### src/rtl/dct_stream_pkg.sv
// +--------------------------------------------------------------------------+
// | Package     : dct_stream_pkg                                             |
// | Description : Shared lane/block constants and beat types for the DCT     |
// |               streaming path.                                            |
// | Revision    : 1.0 - initial release                                      |
// +--------------------------------------------------------------------------+
`default_nettype none

package dct_stream_pkg;

  localparam int LANES             = 4;
  localparam int DCT_BLOCK_SAMPLES = 64;
  localparam int DCT_DATA_WIDTH    = 8;
  localparam int DCT_OUT_WIDTH     = LANES * DCT_DATA_WIDTH;

  typedef struct packed {
    logic                     last;
    logic [DCT_OUT_WIDTH-1:0] data;
  } beat_t;

  // PH_A: waiting for the first pair of a beat; PH_B: first pair is staged.
  typedef enum logic {
    PH_A = 1'b0,
    PH_B = 1'b1
  } phase_e;

endpackage

`default_nettype wire

### src/rtl/sync_fifo_fwft.sv
// +--------------------------------------------------------------------------+
// | Module      : sync_fifo_fwft                                             |
// | Description : Single-clock first-word fall-through FIFO with occupancy.  |
// | Revision    : 1.0 - initial release                                      |
// +--------------------------------------------------------------------------+
`default_nettype none

module sync_fifo_fwft #(
  parameter int WIDTH = 33,
  parameter int DEPTH = 16
) (
  input  logic                     i_clk,
  input  logic                     i_resetn,
  input  logic                     i_push,
  input  logic [WIDTH-1:0]         i_data,
  input  logic                     i_pop,
  output logic [WIDTH-1:0]         o_data,
  output logic                     o_full,
  output logic                     o_empty,
  output logic [$clog2(DEPTH):0]   o_count
);

  localparam int PTR_W = $clog2(DEPTH);

  logic [WIDTH-1:0] mem_q [DEPTH];
  logic [PTR_W-1:0] wr_ptr_q;
  logic [PTR_W-1:0] rd_ptr_q;
  logic [PTR_W:0]   count_q;
  logic             do_push;
  logic             do_pop;

  assign o_empty = (count_q == '0);
  assign o_full  = (count_q == (PTR_W+1)'(DEPTH));
  assign o_count = count_q;
  assign do_pop  = i_pop && !o_empty;
  // A pop on the same edge frees the slot the push lands in.
  assign do_push = i_push && (!o_full || do_pop);

  always_ff @(posedge i_clk or negedge i_resetn) begin
    if (!i_resetn) begin
      wr_ptr_q <= '0;
      rd_ptr_q <= '0;
      count_q  <= '0;
    end else begin
      if (do_push) wr_ptr_q <= wr_ptr_q + 1'b1;
      if (do_pop)  rd_ptr_q <= rd_ptr_q + 1'b1;
      case ({do_push, do_pop})
        2'b10:   count_q <= count_q + 1'b1;
        2'b01:   count_q <= count_q - 1'b1;
        default: count_q <= count_q;
      endcase
    end
  end

  always_ff @(posedge i_clk) begin
    if (do_push) mem_q[wr_ptr_q] <= i_data;
  end

  // Storage is not reset, so an empty FIFO presents zeros rather than stale data.
  assign o_data = o_empty ? '0 : mem_q[rd_ptr_q];

endmodule

`default_nettype wire

### src/rtl/two_wide_axis_packer.sv
// +--------------------------------------------------------------------------+
// | Module      : two_wide_axis_packer                                       |
// | Description : Packs sample pairs into 4-lane AXIS beats with TLAST per   |
// |               block, buffered through a FWFT FIFO; drops on overflow.    |
// |               Optional PACKER_BLOCK_CNT_EN adds o_block_count.           |
// | Revision    : 1.0 - initial release                                      |
// +--------------------------------------------------------------------------+
`default_nettype none

module two_wide_axis_packer
  import dct_stream_pkg::*;
#(
  parameter int DATA_WIDTH    = 8,
  parameter int BLOCK_SAMPLES = DCT_BLOCK_SAMPLES,
  parameter int FIFO_DEPTH    = 16
) (
  input  logic                      i_clk,
  input  logic                      i_resetn,
  input  logic [DATA_WIDTH-1:0]     i_data0,
  input  logic [DATA_WIDTH-1:0]     i_data1,
  input  logic                      i_valid,
  output logic [LANES*DATA_WIDTH-1:0] m_axis_tdata,
  output logic                      m_axis_tvalid,
  input  logic                      m_axis_tready,
  output logic                      m_axis_tlast,
  output logic                      o_overflow
`ifdef PACKER_BLOCK_CNT_EN
  ,
  output logic [15:0]               o_block_count
`endif
);

  localparam int OUT_WIDTH       = LANES * DATA_WIDTH;
  localparam int BEATS_PER_BLOCK = BLOCK_SAMPLES / LANES;
  localparam int CNT_W           = (BEATS_PER_BLOCK > 1) ? $clog2(BEATS_PER_BLOCK) : 1;
  localparam logic [CNT_W-1:0] LAST_BEAT = CNT_W'(BEATS_PER_BLOCK - 1);

  phase_e                  phase_q, phase_d;
  logic [2*DATA_WIDTH-1:0] stage_q, stage_d;
  logic [CNT_W-1:0]        beat_cnt_q, beat_cnt_d;
  logic                    overflow_q, overflow_d;
  logic                    beat_formed;
  logic                    fifo_pop;
  logic                    fifo_full;
  logic                    fifo_empty;
  logic [OUT_WIDTH:0]      push_beat;
  logic [OUT_WIDTH:0]      head_beat;
  logic [$clog2(FIFO_DEPTH):0] fifo_count_unused;

  always_ff @(posedge i_clk or negedge i_resetn) begin
    if (!i_resetn) begin
      phase_q    <= PH_A;
      stage_q    <= '0;
      beat_cnt_q <= '0;
      overflow_q <= 1'b0;
    end else begin
      phase_q    <= phase_d;
      stage_q    <= stage_d;
      beat_cnt_q <= beat_cnt_d;
      overflow_q <= overflow_d;
    end
  end

  always_comb begin
    phase_d     = phase_q;
    stage_d     = stage_q;
    beat_cnt_d  = beat_cnt_q;
    overflow_d  = overflow_q;
    beat_formed = 1'b0;
    if (i_valid) begin
      case (phase_q)
        PH_A: begin
          stage_d = {i_data1, i_data0};
          phase_d = PH_B;
        end
        PH_B: begin
          beat_formed = 1'b1;
          phase_d     = PH_A;
          // Dropped beats still advance framing so TLAST stays block-aligned.
          beat_cnt_d  = (beat_cnt_q == LAST_BEAT) ? '0 : beat_cnt_q + 1'b1;
          if (fifo_full && !fifo_pop) overflow_d = 1'b1;
        end
        default: phase_d = PH_A;
      endcase
    end
  end

  assign push_beat = {(beat_cnt_q == LAST_BEAT), i_data1, i_data0, stage_q};
  assign fifo_pop  = m_axis_tvalid && m_axis_tready;

  sync_fifo_fwft #(
    .WIDTH (OUT_WIDTH + 1),
    .DEPTH (FIFO_DEPTH)
  ) u_fifo (
    .i_clk    (i_clk),
    .i_resetn (i_resetn),
    .i_push   (beat_formed),
    .i_data   (push_beat),
    .i_pop    (fifo_pop),
    .o_data   (head_beat),
    .o_full   (fifo_full),
    .o_empty  (fifo_empty),
    .o_count  (fifo_count_unused)
  );

  assign m_axis_tvalid = !fifo_empty;
  assign {m_axis_tlast, m_axis_tdata} = head_beat;
  assign o_overflow    = overflow_q;

`ifdef PACKER_BLOCK_CNT_EN
  logic [15:0] block_cnt_q;

  always_ff @(posedge i_clk or negedge i_resetn) begin
    if (!i_resetn) begin
      block_cnt_q <= '0;
    end else if (fifo_pop && m_axis_tlast) begin
      block_cnt_q <= block_cnt_q + 16'd1;
    end
  end

  assign o_block_count = block_cnt_q;
`endif

endmodule

`default_nettype wire
### config.mk
export PLATFORM = sky130hd
export DESIGN_NAME = two_wide_axis_packer
export DESIGN_NICKNAME = d
export VERILOG_FILES = /design/src/rtl/dct_stream_pkg.sv /design/src/rtl/sync_fifo_fwft.sv /design/src/rtl/two_wide_axis_packer.sv
export SDC_FILE = /design/constraint.sdc
export NUM_CORES = 1
export LEC_CHECK = 0
export CORE_ASPECT_RATIO = 1.4
export CORE_MARGIN = 3
export CORE_UTILIZATION = 50
export DETAILED_ROUTE_END_ITERATION = 8
export HOLD_SLACK_MARGIN = 0.1
export PLACE_DENSITY = 0.67
export SETUP_SLACK_MARGIN = 0.15
export SLEW_MARGIN = 30
export SYNTH_ARGS = -nofsm -noshare
export SYNTH_HDL_FRONTEND = slang
export SYNTH_SLANG_ARGS = --single-unit
### constraint.sdc
create_clock -name i_clk -period 4.7 [get_ports i_clk]
set_input_delay 1.41 -clock i_clk [delete_from_list [all_inputs] [get_ports i_clk]]
set_output_delay 1.41 -clock i_clk [all_outputs]
set_load 0.1 [all_outputs]
==> run summary <==
Ranked by instance count, the synthesized netlist is headed by 528 x sky130_fd_sc_hd__edfxtp_1, 133 x sky130_fd_sc_hd__mux2i_1, 99 x sky130_fd_sc_hd__a22oi_1, 66 x sky130_fd_sc_hd__mux4_2, 45 x sky130_fd_sc_hd__nand2_1. The fmax was 0.228 GHz. For the leakage power total, the log shows 8.59 nW. Among cell families on the critical path, the largest total delay comes from buffers and inverters. Peak-usage layer in the global routing report: met2. For the worst setup path, the data required time is 3.29 ns.

The number of buffers on the longest clock path is 3, and the area share of the largest cell type after synthesis is 72.7%. In the final routed layout, each cell accounts on average for 26.0 µm. STA classifies the critical path startpoint as a flop.

The logs give 0.760 for the final weighted congestion of routability-driven global placement and 18.8 mW for the total power draw. The synthesized netlist contains 43 unique library cells. The worst-case IR drop observed on VDD is 0.616 mV. The run finished with clean final reports. The number of cells on the worst reg-to-reg path came out at 11. The tools report the overall overflow remaining after global route as 0. For this configuration, the core starts out at a cell density of 51.1%.

In this run the core area contains 89 standard-cell rows. The first-pass detailed-route iteration total was 5. In the post-synthesis netlist, the biggest area contributors are sky130_fd_sc_hd__edfxtp_1 73%, sky130_fd_sc_hd__mux4_2 6.8%, sky130_fd_sc_hd__mux2i_1 6.1%. TritonCTS built the clock tree. For hold timing, the worst endpoint is beat_cnt_q[3]$_DFFE_PN0P_. CTS placed an instance of sky130_fd_sc_hd__clkbuf_16 at the clock tree root.

On the final layout, the worst hold slack is 0.489 ns. The cell area after synthesis was 21800 µm². The tools report the initial antenna violation count as 0. Entering global routing, the biggest net connects 45 pins. The capture point of the worst reg-to-reg path is u_fifo.o_count[4]$_DFFE_PN0P_. For this design, the sink count on the clock tree is 563. The vertical die dimension works out to 253 µm.

The number of nets still failing antenna checks after routing was 0; the total negative setup slack was 0 ns. The worst setup path is captured at a primary output. For the met3 track demand over resource, the log shows 3.38%.

At the end of the flow, the number of nets in the layout was 1230. Of the cells placed in the final design, the portion with a size suffix greater than 1 is 21.8%. The logs give 11300 for the number of global-route vias before repair and 0 for the count of maximum capacitance violations. Counting flops with a built-in enable in the synthesized netlist gives 528. In the synthesized netlist the async set-or-reset flop fraction comes to 6.22%. The register bit count reported by yosys is 563, and the worst-margin pin slew is 1.01 ns. For the number of buffers added by the clock tree synthesis step, the log shows 50.

The clock arrives with 0.0176 ns of skew. During I/O placement, the number of pins put on the boundary was 55. The run gives 46200 µm² as the die area.

The power per cell area is 742 nW/µm². The logs give 0 for the final count of hold timing violations and 25400 µm² for the final design instance area without fill. In the global route stage, met2 resource usage came out at 34.6%. The tools report the final-report max-slew violation count as 0. The most common cell in the synthesized netlist is sky130_fd_sc_hd__edfxtp_1. The most numerous cell type found on the critical path is sky130_fd_sc_hd__buf_4. The detailed router finished its first iteration with 926 violations. The post-DP HPWL was 27000 µm; the clock transition at the registers of the reported paths was 0.06 ns. The headroom to the max-slew limit was 32.2%; the minimum period implied by the final worst setup slack was 4.38 ns.

The cell with the largest stage delay on the worst path is sky130_fd_sc_hd__dfrtp_4. The final layout contains routed wiring with a total length of 46500 µm. The signal on the critical path passes through buf_4 > buf_4 > mux2i_1 > a22oi_1 > nand2_1 > o21ai_1 > buf_12.

The detailed-route vias per instance is 6.00. Setup repair after global routing left no endpoint under its margin. Counting every instance in the synthesized netlist gives 1111. The Yosys step of the flow raised 0 warnings.

Area added between synthesis and finish: 16.5%. Across all register-to-register paths, the minimum setup slack is 1.96 ns. The worst path uses 93.1% of the clock period.

For the met1 usage, the log shows 27.6%. At the later pin of the worst-skew pair, clock insertion delay measures 0.58 ns. In the synthesized netlist the dominant register cell turns out to be sky130_fd_sc_hd__edfxtp_1. The critical path is of the flop to primary output type. The first-pass GRT wire length was 70600 µm; the number of nets produced by synthesis was 1141. Class of the tightest hold or removal check: flop to flop. The H-tree generated during clock tree synthesis spans 2 levels. In this run the standard cell core region covers 42600 µm². The tools report the arrival time of the worst setup path as 2.97 ns. Together, buffers and inverters on the worst path number 3.

The number of port buffers was 54; the area of placed instances was 23700 µm². The tools report the launch point of the worst hold path as beat_cnt_q[3]$_DFFE_PN0P_. The top fanout value on the critical path is 29, and the highest cell delay on the worst timing path is 0.79 ns.

The count of endpoints failing setup in the final report was 0; the sequential share of the synthesized area was 76.8%. The die is 182 µm wide. Global routing used 20.5% of the available tracks. The total vias in the final route was 10700.

In this run the critical register-to-register path is launched from u_fifo.o_count[1]$_DFFE_PN0P_. After synthesis, the mean cell area works out to 19.6 µm². Antenna diode count: 0.

The worst hold path depth is 1, and the number of design rule violations left after detail routing is 0. Of all cell types, the one taking the most synthesized area is sky130_fd_sc_hd__edfxtp_1.
==> layout by cell type, fill, tap and decap left out, types with 5 or more instances in the layout <==
master / count
sky130_fd_sc_hd__edfxtp_1: 528
sky130_fd_sc_hd__mux2i_1: 133
sky130_fd_sc_hd__a22oi_1: 99
sky130_fd_sc_hd__mux4_2: 66
sky130_fd_sc_hd__clkbuf_16: 51
sky130_fd_sc_hd__buf_12: 47
sky130_fd_sc_hd__nand2_1: 45
sky130_fd_sc_hd__dfrtp_1: 33
sky130_fd_sc_hd__o21ai_1: 30
sky130_fd_sc_hd__buf_4: 28
sky130_fd_sc_hd__clkdlybuf4s50_1: 20
sky130_fd_sc_hd__mux2_2: 19
sky130_fd_sc_hd__clkinv_2: 14
sky130_fd_sc_hd__nor2_4: 13
sky130_fd_sc_hd__xnor2_1: 11
sky130_fd_sc_hd__ha_1: 10
sky130_fd_sc_hd__clkbuf_1: 9
sky130_fd_sc_hd__inv_1: 8
sky130_fd_sc_hd__o21ai_0: 6
sky130_fd_sc_hd__clkinv_1: 6
sky130_fd_sc_hd__nand3_1: 5
==> layout make-up <==
cell class | instances | area [µm²]
tap | 546 | 683
inverter | 8 | 30.0
sequential | 563 | 16700
clock inverter | 29 | 268
fill | 3010 | 17300
multi-input combinational | 479 | 4900
clock buffer | 64 | 1370
timing repair buffer | 98 | 1410
==> state kept, by name, indices dropped and copies added (netlist names) <==
| name | cells |
|---|---|
| o_overflow | 1 |
| u_fifo.wr_ptr_q | 4 |
| u_fifo.mem_q | 528 |
| beat_cnt_q | 4 |
| u_fifo.rd_ptr_q | 4 |
| stage_q | 16 |
| u_fifo.o_count | 5 |
| phase_q | 1 |
==> worst register-to-register path, delay by kind of cell, from the launching register on <==
| kind | cells | cell delay, ns |
|---|---|---|
| AOI/OAI and AO/OA | 3 | 0.37 |
| xor gates and xnor gates | 1 | 0.14 |
| adders and majority gates | 2 | 0.66 |
| buffers and inverters | 3 | 0.47 |
| DFF | 1 | 0.48 |
| and+or+nand+nor | 2 | 0.55 |
==> worst max-delay path by stage <==
stage                                        start                to  slack [ns]  depth (start not counted)
floorplan            u_fifo.o_count[2]$_DFFE_PN0P_   m_axis_tdata[0]       -0.03                          5
global placement    u_fifo.rd_ptr_q[1]$_DFFE_PN0P_  m_axis_tdata[27]        0.77                          6
detailed placement  u_fifo.rd_ptr_q[1]$_DFFE_PN0P_  m_axis_tdata[25]        0.76                          6
CTS                 u_fifo.rd_ptr_q[1]$_DFFE_PN0P_  m_axis_tdata[10]        0.19                          6
global route         u_fifo.o_count[1]$_DFFE_PN0P_   m_axis_tdata[0]        0.18                          7
finish              u_fifo.rd_ptr_q[2]$_DFFE_PN0P_   m_axis_tdata[3]        0.32                          7
==> cell families after synthesis <==
| group | Yosys count | synth area share (%) |
|---|---|---|
| AOI/OAI and AO/OA | 148 | 4.68 |
| and+or+nand+nor | 90 | 1.97 |
| buffers and inverters | 69 | 1.57 |
| muxes | 218 | 13.9 |
| adders and majority gates | 10 | 0.574 |
| DFF | 563 | 76.8 |
| xor gates and xnor gates | 13 | 0.522 |
==> stage by stage <==
stage,std cells,utilization (%),worst slack [ns]
3_5_place_dp,1693,55.7,0.757
5_1_grt,1787,59.5,0.181
6_report,1787,59.5,0.323
3_3_place_gp,1691,55.5,0.775
4_1_cts,1786,59.5,0.185
2_1_floorplan,1111,-,-0.0317
==> where the power goes <==
group	internal (mW)	switching, mW	total [mW]
Sequential	6.30	0.673	6.97
Clock	2.28	1.75	4.03
Combinational	2.91	4.93	7.84
==> what timing repair did <==
item                       in CTS  in global routing
buffers inserted                0                  1
hold buffers                    0                  0
gates resized for setup         2                  0
setup endpoints to repair       7                 14
==> per-layer routing <==
layer,wire length [µm],part of all wire [%]
met1,18700,40
met2,24100,52
met3,2520,5.4
met4,1220,2.6
met5,0,0
Note: power is estimated with default switching activity, not from simulation.
